### src/rtl/ibex_ex_pkg.sv
// Shared types for the iterative execute unit: operator encoding and FSM states.
// IBEX_EX_DIV_EN adds DIVU/REMU to the set of iterative operators.
package ibex_ex_pkg;

  typedef enum logic [3:0] {
    OpAdd   = 4'd0,
    OpSub   = 4'd1,
    OpAnd   = 4'd2,
    OpOr    = 4'd3,
    OpXor   = 4'd4,
    OpSlt   = 4'd5,
    OpSltu  = 4'd6,
    OpEq    = 4'd7,
    OpMul   = 4'd8,
    OpMulhu = 4'd9,
    OpDivu  = 4'd10,
    OpRemu  = 4'd11
  } op_e;

  typedef enum logic [1:0] {
    StIdle,
    StIter,
    StDone
  } state_e;

  function automatic logic is_iter_op(op_e op);
`ifdef IBEX_EX_DIV_EN
    return (op == OpMul) || (op == OpMulhu) || (op == OpDivu) || (op == OpRemu);
`else
    return (op == OpMul) || (op == OpMulhu);
`endif
  endfunction

endpackage

### src/rtl/ibex_ex_unit_iter_if.sv
// Request/result handshake bundle of the iterative execute unit.
interface ibex_ex_unit_iter_if #(
  parameter int unsigned WIDTH = 32
);
  logic             op_valid_i;
  logic             op_ready_o;
  logic [3:0]       operator_i;
  logic [WIDTH-1:0] operand_a_i;
  logic [WIDTH-1:0] operand_b_i;
  logic [WIDTH-1:0] bt_a_operand_i;
  logic [WIDTH-1:0] bt_b_operand_i;
  logic             result_valid_o;
  logic             result_ready_i;
  logic [WIDTH-1:0] result_o;
  logic             branch_decision_o;
  logic [WIDTH-1:0] branch_target_o;
  logic             illegal_o;
  logic             busy_o;

  modport slave (
    input  op_valid_i, operator_i, operand_a_i, operand_b_i, bt_a_operand_i, bt_b_operand_i,
           result_ready_i,
    output op_ready_o, result_valid_o, result_o, branch_decision_o, branch_target_o, illegal_o,
           busy_o
  );

  modport master (
    output op_valid_i, operator_i, operand_a_i, operand_b_i, bt_a_operand_i, bt_b_operand_i,
           result_ready_i,
    input  op_ready_o, result_valid_o, result_o, branch_decision_o, branch_target_o, illegal_o,
           busy_o
  );
endinterface

### src/rtl/ibex_ex_iter_muldiv.sv
// One-bit-per-step unsigned shift-add multiplier and (with IBEX_EX_DIV_EN) restoring divider.
// o_result is the post-step value so the caller can register it on the final step.
module ibex_ex_iter_muldiv
  import ibex_ex_pkg::*;
#(
  parameter int unsigned WIDTH = 32
) (
  input  logic             clk_i,
  input  logic             rst_i,
  input  logic             i_start,
  input  logic             i_step,
  input  logic             i_last,
  input  op_e              i_op,
  input  logic [WIDTH-1:0] i_a,
  input  logic [WIDTH-1:0] i_b,
  output logic             o_done,
  output logic [WIDTH-1:0] o_result
);

  logic [WIDTH-1:0] r_hi, r_lo, r_a;
  op_e              r_op;
  logic [WIDTH-1:0] w_hi_d, w_lo_d;
  logic [WIDTH:0]   w_sum;
  logic             w_is_mul;
`ifdef IBEX_EX_DIV_EN
  logic [WIDTH:0]   w_shift, w_trial;
`endif

  assign w_is_mul = (i_op == OpMul) || (i_op == OpMulhu);

  always_comb begin
    // Multiply: r_hi accumulates, r_lo shifts out multiplier bits and in product bits.
    w_sum  = {1'b0, r_hi} + (r_lo[0] ? {1'b0, r_a} : '0);
    w_hi_d = w_sum[WIDTH:1];
    w_lo_d = {w_sum[0], r_lo[WIDTH-1:1]};
`ifdef IBEX_EX_DIV_EN
    w_shift = {r_hi, r_lo[WIDTH-1]};
    w_trial = w_shift - {1'b0, r_a};
    if ((r_op == OpDivu) || (r_op == OpRemu)) begin
      if (w_trial[WIDTH]) begin
        w_hi_d = w_shift[WIDTH-1:0];
        w_lo_d = {r_lo[WIDTH-2:0], 1'b0};
      end else begin
        w_hi_d = w_trial[WIDTH-1:0];
        w_lo_d = {r_lo[WIDTH-2:0], 1'b1};
      end
    end
`endif
  end

  always_ff @(posedge clk_i or posedge rst_i) begin
    if (rst_i) begin
      r_hi <= '0;
      r_lo <= '0;
      r_a  <= '0;
      r_op <= OpAdd;
    end else if (i_start) begin
      r_hi <= '0;
      r_lo <= w_is_mul ? i_b : i_a;
      r_a  <= w_is_mul ? i_a : i_b;
      r_op <= i_op;
    end else if (i_step) begin
      r_hi <= w_hi_d;
      r_lo <= w_lo_d;
    end
  end

  assign o_done = i_step & i_last;
`ifdef IBEX_EX_DIV_EN
  assign o_result = ((r_op == OpMul) || (r_op == OpDivu)) ? w_lo_d : w_hi_d;
`else
  assign o_result = (r_op == OpMul) ? w_lo_d : w_hi_d;
`endif

endmodule

### src/rtl/ibex_ex_unit_iter.sv
// Execute unit: single-cycle ALU plus iterative mul/div behind an IDLE/ITER/DONE handshake FSM.
// Define IBEX_EX_DIV_EN to build the divider; otherwise DIVU/REMU report illegal.
module ibex_ex_unit_iter
  import ibex_ex_pkg::*;
#(
  parameter int unsigned WIDTH           = 32,
  parameter bit          BranchTargetALU = 1'b0
) (
  input logic                clk_i,
  input logic                rst_i,
  ibex_ex_unit_iter_if.slave bus
);

  localparam int unsigned CntW = $clog2(WIDTH) + 1;

  state_e           r_state, w_state_d;
  logic [CntW-1:0]  r_count;
  logic [WIDTH-1:0] r_result, w_alu_result, w_md_result, w_a, w_b;
  logic             r_branch, r_illegal, w_alu_branch, w_alu_illegal;
  logic             w_accept, w_iter_op, w_div_zero, w_last, w_md_done;
  op_e              w_op;

  assign w_op     = op_e'(bus.operator_i);
  assign w_a      = bus.operand_a_i;
  assign w_b      = bus.operand_b_i;
  assign w_accept = bus.op_valid_i & (r_state == StIdle);
  assign w_last   = (r_count == CntW'(WIDTH - 1));
`ifdef IBEX_EX_DIV_EN
  assign w_div_zero = ((w_op == OpDivu) || (w_op == OpRemu)) && (w_b == '0);
`else
  assign w_div_zero = 1'b0;
`endif
  assign w_iter_op = is_iter_op(w_op) && !w_div_zero;

  always_comb begin
    w_alu_result  = '0;
    w_alu_branch  = 1'b0;
    w_alu_illegal = 1'b0;
    case (w_op)
      OpAdd:  w_alu_result = w_a + w_b;
      OpSub:  w_alu_result = w_a - w_b;
      OpAnd:  w_alu_result = w_a & w_b;
      OpOr:   w_alu_result = w_a | w_b;
      OpXor:  w_alu_result = w_a ^ w_b;
      OpSlt:  w_alu_branch = $signed(w_a) < $signed(w_b);
      OpSltu: w_alu_branch = w_a < w_b;
      OpEq:   w_alu_branch = w_a == w_b;
      OpMul, OpMulhu: w_alu_result = '0;
`ifdef IBEX_EX_DIV_EN
      // Only reaches the result register on divide by zero.
      OpDivu: w_alu_result = '1;
      OpRemu: w_alu_result = w_a;
`endif
      default: w_alu_illegal = 1'b1;
    endcase
    if ((w_op == OpSlt) || (w_op == OpSltu) || (w_op == OpEq)) begin
      w_alu_result = {{(WIDTH - 1){1'b0}}, w_alu_branch};
    end
  end

  always_comb begin
    w_state_d = r_state;
    case (r_state)
      StIdle: if (w_accept) w_state_d = w_iter_op ? StIter : StDone;
      StIter: if (w_last) w_state_d = StDone;
      StDone: if (bus.result_ready_i) w_state_d = StIdle;
      default: w_state_d = StIdle;
    endcase
  end

  always_ff @(posedge clk_i or posedge rst_i) begin
    if (rst_i) begin
      r_state   <= StIdle;
      r_count   <= '0;
      r_result  <= '0;
      r_branch  <= 1'b0;
      r_illegal <= 1'b0;
    end else begin
      r_state <= w_state_d;
      if (w_accept) begin
        r_count   <= '0;
        r_result  <= w_alu_result;
        r_branch  <= w_alu_branch;
        r_illegal <= w_alu_illegal;
      end else if (r_state == StIter) begin
        r_count <= r_count + CntW'(1);
        if (w_md_done) r_result <= w_md_result;
      end else if ((r_state == StDone) && bus.result_ready_i) begin
        r_result  <= '0;
        r_branch  <= 1'b0;
        r_illegal <= 1'b0;
      end
    end
  end

  ibex_ex_iter_muldiv #(
    .WIDTH(WIDTH)
  ) u_muldiv (
    .clk_i   (clk_i),
    .rst_i   (rst_i),
    .i_start (w_accept & w_iter_op),
    .i_step  (r_state == StIter),
    .i_last  (w_last),
    .i_op    (w_op),
    .i_a     (w_a),
    .i_b     (w_b),
    .o_done  (w_md_done),
    .o_result(w_md_result)
  );

  if (BranchTargetALU) begin : g_bt_alu
    assign bus.branch_target_o = bus.bt_a_operand_i + bus.bt_b_operand_i;
  end else begin : g_bt_shared
    assign bus.branch_target_o = w_a + w_b;
  end

  assign bus.op_ready_o        = (r_state == StIdle);
  assign bus.result_valid_o    = (r_state == StDone);
  assign bus.busy_o            = (r_state != StIdle);
  assign bus.result_o          = r_result;
  assign bus.branch_decision_o = r_branch;
  assign bus.illegal_o         = r_illegal;

endmodule
### src/flat_wrapper.sv
// flat-port wrapper written by rule: the top's interface ports become plain ports
module ibex_ex_unit_iter_flat import ibex_ex_pkg::*;
#(
  parameter int unsigned WIDTH           = 32,
  parameter bit          BranchTargetALU = 1'b0
)
  (clk_i, rst_i, bus_op_valid_i, bus_operator_i, bus_operand_a_i, bus_operand_b_i, bus_bt_a_operand_i, bus_bt_b_operand_i, bus_result_ready_i, bus_op_ready_o, bus_result_valid_o, bus_result_o, bus_branch_decision_o, bus_branch_target_o, bus_illegal_o, bus_busy_o);
  ibex_ex_unit_iter_if #(.WIDTH(WIDTH)) bus_i ();
  input logic clk_i;
  input logic rst_i;
  input wire logic [$bits(bus_i.op_valid_i)-1:0] bus_op_valid_i;
  input wire logic [$bits(bus_i.operator_i)-1:0] bus_operator_i;
  input wire logic [$bits(bus_i.operand_a_i)-1:0] bus_operand_a_i;
  input wire logic [$bits(bus_i.operand_b_i)-1:0] bus_operand_b_i;
  input wire logic [$bits(bus_i.bt_a_operand_i)-1:0] bus_bt_a_operand_i;
  input wire logic [$bits(bus_i.bt_b_operand_i)-1:0] bus_bt_b_operand_i;
  input wire logic [$bits(bus_i.result_ready_i)-1:0] bus_result_ready_i;
  output wire logic [$bits(bus_i.op_ready_o)-1:0] bus_op_ready_o;
  output wire logic [$bits(bus_i.result_valid_o)-1:0] bus_result_valid_o;
  output wire logic [$bits(bus_i.result_o)-1:0] bus_result_o;
  output wire logic [$bits(bus_i.branch_decision_o)-1:0] bus_branch_decision_o;
  output wire logic [$bits(bus_i.branch_target_o)-1:0] bus_branch_target_o;
  output wire logic [$bits(bus_i.illegal_o)-1:0] bus_illegal_o;
  output wire logic [$bits(bus_i.busy_o)-1:0] bus_busy_o;
  assign bus_i.op_valid_i = bus_op_valid_i;
  assign bus_i.operator_i = bus_operator_i;
  assign bus_i.operand_a_i = bus_operand_a_i;
  assign bus_i.operand_b_i = bus_operand_b_i;
  assign bus_i.bt_a_operand_i = bus_bt_a_operand_i;
  assign bus_i.bt_b_operand_i = bus_bt_b_operand_i;
  assign bus_i.result_ready_i = bus_result_ready_i;
  assign bus_op_ready_o = bus_i.op_ready_o;
  assign bus_result_valid_o = bus_i.result_valid_o;
  assign bus_result_o = bus_i.result_o;
  assign bus_branch_decision_o = bus_i.branch_decision_o;
  assign bus_branch_target_o = bus_i.branch_target_o;
  assign bus_illegal_o = bus_i.illegal_o;
  assign bus_busy_o = bus_i.busy_o;
  ibex_ex_unit_iter #(.WIDTH(WIDTH), .BranchTargetALU(BranchTargetALU)) u_core (.clk_i(clk_i), .rst_i(rst_i), .bus(bus_i));
endmodule
### config.mk
export PLATFORM = sky130hd
export DESIGN_NAME = ibex_ex_unit_iter_flat
export DESIGN_NICKNAME = d
export VERILOG_FILES = /design/src/rtl/ibex_ex_pkg.sv /design/src/rtl/ibex_ex_unit_iter_if.sv /design/src/rtl/ibex_ex_iter_muldiv.sv /design/src/rtl/ibex_ex_unit_iter.sv /design/src/flat_wrapper.sv
export SDC_FILE = /design/constraint.sdc
export NUM_CORES = 1
export LEC_CHECK = 0
export ABC_AREA = 1
export CORE_MARGIN = 5
export CORE_UTILIZATION = 44
export DETAILED_ROUTE_END_ITERATION = 8
export PLACE_DENSITY = 0.66
export SLEW_MARGIN = 40
export SYNTH_ARGS = -nofsm -noshare
export SYNTH_HDL_FRONTEND = slang
export SYNTH_SLANG_ARGS = --single-unit
### constraint.sdc
create_clock -name clk_i -period 8.5 [get_ports clk_i]
set_input_delay 1.7 -clock clk_i [delete_from_list [all_inputs] [get_ports clk_i]]
set_output_delay 1.7 -clock clk_i [all_outputs]
set_load 0.05 [all_outputs]
==> flow_summary.toml <==
[run_status]
outcome = "finished clean"

[layout]
drive_gt1_share_pct = 4.389
final_cell_mix = "807 x nand2_1, 478 x inv_1, 182 x nand3_1"
fin_area_um2 = 17620
fin_nets = 2898
n_fill_cell = 3683
syn_to_final_growth_pct = 14.25
mostFrequentLayoutCell = "nand2_1"
antenna_cells = 0
layout.cells.non_filler = 3098

[route]
ant_nets = 0
vias_per_cell = 5.374
drc = 0
drt-total-wl_um = 59520
drt-initial-drc-count = 1516
dr.pass1.iters = 5
wl_per_cell_um = 19.21
vias = 16650

[timing]
slew_headroom_pct = 40.77
setup_tns_ns = 0
period_minus_slack_ns = 6.994
worstMarginPinSlew_ns = 0.8830
fmax_mhz = 143.0
period_share_pct = 82.29
slew_viol_final = 0
hold_violations = 0
final-setup-viol-count = 0
setup_ws_ns = 1.506
fin_worst_skew_ns = 0.008764
rsz0062_at_grt = "no"

[floorplanning]
dieHeight_um = 197.2
rows = 68
io_pins = 205
initial_utilization_pct = 44.64
core-area_um2 = 34540
die_w_um = 197.2
dieArea_um2 = 38890

[critical_path]
regToRegSetupSlack_ns = 5.32
critPathMaxFanout = 9
cpLargestDelayFamily = "buffers and inverters"
cp_slowest_cell = "clkdlybuf4s50_1"
worstPathRequired_ns = 6.80
rr_startpoint = "u_core.u_muldiv.r_lo[0]$_DFFE_PP0P_"
r2r-end = "u_core.bus.result_o[23]$_DFFE_PP0P_"
critPathBufInv = 4
crit_chain = "clkdlybuf4s50_1 > inv_1 > ha_1 > nand2_1 > nor2_1 > inv_1 > nor2_1 > nand4_1 > nand4_1 > and2_1 > clkdlybuf4s50_1"
max_stage_delay_ns = 0.83
cp_data_arrival_time_ns = 5.29
endpoint_kind = "output pin"
worstSetupStartpointType = "input port"
crit_type = "input port to output pin"
reg2reg_depth = 16

[place]
globalplace.congestion = 1.033
io_buffers = 140
dp_hpwl_um = 47630
preCtsSetupSlack_ns = 1.714
dp.cells = 3066
placed_area_um2 = 17050

[clock_network]
cts_max_path_buffers = 2
cts_tree = "yes"
cts_resized = 0
cts_buffers = 17
clock-sinks = 142
clk_pin_slew_worst_paths_ns = 0.06
ctsHoldBuffers = 0
clkLatencyLatePin_ns = 0.42
clock-root-buffer = "clkbuf_16"
cts_max_level = 4
cts_setup_buffers = 0

[synth]
synthCells = 2543
ys_ff_latch = 142
synth-edff-count = 0
ys.flop_type = "dfrtp_1"
synth_cell_types = 49
syn_avg_cell_area_um2 = 6.063
syn-cell-area_um2 = 15420
synth_nets = 2811
ys_warn_count = 0
async_reset_ff_share_pct = 100.0
synth_seq_area_share_pct = 23.05

[hold_path]
hold_end = "u_core.bus.result_o[11]$_DFFE_PP0P_"
hold_depth = 2
min_path_type = "flip-flop to flip-flop"
holdCritStartpoint = "u_core.bus.result_o[11]$_DFFE_PP0P_"

[pwr]
p_clk_share_pct = 16.4
pwr-share-seq_pct = 26.7
p_leak_nw = 9.850
p_int_w = 0.002172
powerDensity_nw_per_um2 = 249.5
power_switching_w = 0.002224
switching_share_pct = 50.59
pwr-share-comb_pct = 56.9
ir_drop_mv = 0.1656

[global_routing]
grt.met2_usage_pct = 46.73
grt_pass1_vias = 15690
grt_pass1_wl_um = 90330
grtUsageTotal_pct = 29.88
met1_usage_pct = 43.14
globalRoute.busiestLayer = "met2"
overflow = 0
grt_max_degree = 75
antenna_found_initial = 1
met3_usage_pct = 4.213

[run]
cap_violations = 0
==> sequential cells by signal, indices dropped and copies added (netlist names) <==
signal                        flops
u_core.u_muldiv.r_lo             32
u_core.bus.branch_decision_o      1
u_core.u_muldiv.r_a              32
u_core.r_count                    6
u_core.u_muldiv.r_op              4
u_core.r_state                    2
u_core.bus.illegal_o              1
u_core.bus.result_o              32
u_core.u_muldiv.r_hi             32
==> how the worst max path moves through the flow <==
stage                                               end  slack, ns                 from  depth (start not counted)
6_report                        bus_branch_target_o[17]       1.51  bus_operand_b_i[13]                         11
5_1_grt                         bus_branch_target_o[17]       1.50  bus_operand_b_i[13]                         11
4_1_cts                         bus_branch_target_o[17]       1.70  bus_operand_b_i[13]                         11
3_5_place_dp                    bus_branch_target_o[17]       1.71  bus_operand_b_i[13]                         11
3_3_place_gp                    bus_branch_target_o[17]       1.74  bus_operand_b_i[13]                         11
2_1_floorplan  u_core.bus.branch_decision_o$_DFFE_PP0P_       2.99                rst_i                          1
==> worst register-to-register path, delay by kind of cell (launching register included) <==
family	cells	cell delay, ns
and+or+nand+nor	12	1.46
DFF	1	0.34
xor gates and xnor gates	1	0.29
adders and majority gates	1	0.49
buffers and inverters	2	0.48
==> metal layers <==
| metal | part of all wire [%] | vias to the layer above |
|---|---|---|
| met4 | 2.7 | 2 |
| met5 | 0.022 | - |
| met1 | 46 | 7820 |
| met3 | 7.1 | 79 |
| met2 | 44 | 596 |
| li1 | - | 8153 |
==> Yosys cell counts, types with 15 or more instances <==
| cell | instances | area, um^2 |
|---|---|---|
| nor2_2 | 16 | 100.1 |
| ha_1 | 129 | 1614 |
| buf_2 | 22 | 110.1 |
| nand3_1 | 182 | 910.9 |
| a21oi_1 | 142 | 710.7 |
| nand2_1 | 808 | 3033 |
| nor3_1 | 20 | 100.1 |
| inv_1 | 479 | 1798 |
| o21ai_0 | 113 | 565.5 |
| dfrtp_1 | 142 | 3553 |
| clkbuf_1 | 34 | 127.6 |
| nor2_1 | 173 | 649.4 |
| o221ai_1 | 15 | 131.4 |
| a22oi_1 | 18 | 135.1 |
| nand2_2 | 16 | 100.1 |
| o22ai_1 | 27 | 168.9 |
| and2_1 | 18 | 112.6 |
| nand4_1 | 17 | 106.4 |
==> stage by stage <==
step                      utilization, %  total power [W]  hold slack (ns)
after floorplan                        -         0.002835           0.4513
after global placement             49.25         0.003600           0.4623
after detailed placement           49.35         0.003635           0.4706
after CTS                          51.00         0.004374           0.4862
after global routing               51.00         0.004693           0.4982
final                              51.00         0.004395           0.4822
==> cell families (layout without fill, tap and decap cells) <==
family / count (synthesis) / count (layout) / synth area share, %
buffers and inverters: 580 / 680 / 15.22
AND/OR/NAND/NOR: 1280 / 1280 / 34.90
XOR/XNOR: 27 / 27 / 1.631
adder cells (fa/ha/maj): 132 / 132 / 10.86
flip-flops: 142 / 142 / 23.05
AO/OA/AOI/OAI: 382 / 382 / 14.34
==> power groups by stage <==
| stage | combinational (W) | clock (W) | sequential, W |
|---|---|---|---|
| 3_5_place_dp | 0.00247 | 0 | 0.00117 |
| 6_report | 0.00250 | 0.000723 | 0.00117 |
| 3_3_place_gp | 0.00243 | 0 | 0.00117 |
| 5_1_grt | 0.00273 | 0.000763 | 0.00120 |
| 4_1_cts | 0.00248 | 0.000730 | 0.00116 |
| 2_1_floorplan | 0.00147 | 0 | 0.00136 |
==> layout make-up <==
cell class / count / area, um^2 / area share (%)
sequential: 142 / 3553 / 20.17
tap: 455 / 569.3 / 3.232
clock inverter: 12 / 112.6 / 0.6393
inverter: 495 / 1863 / 10.58
multi-input combinational: 1821 / 9543 / 54.17
timing repair buffer: 153 / 1518 / 8.616
clock buffer: 20 / 456.7 / 2.593
No activity file was read; power rests on OpenSTA's default activity.
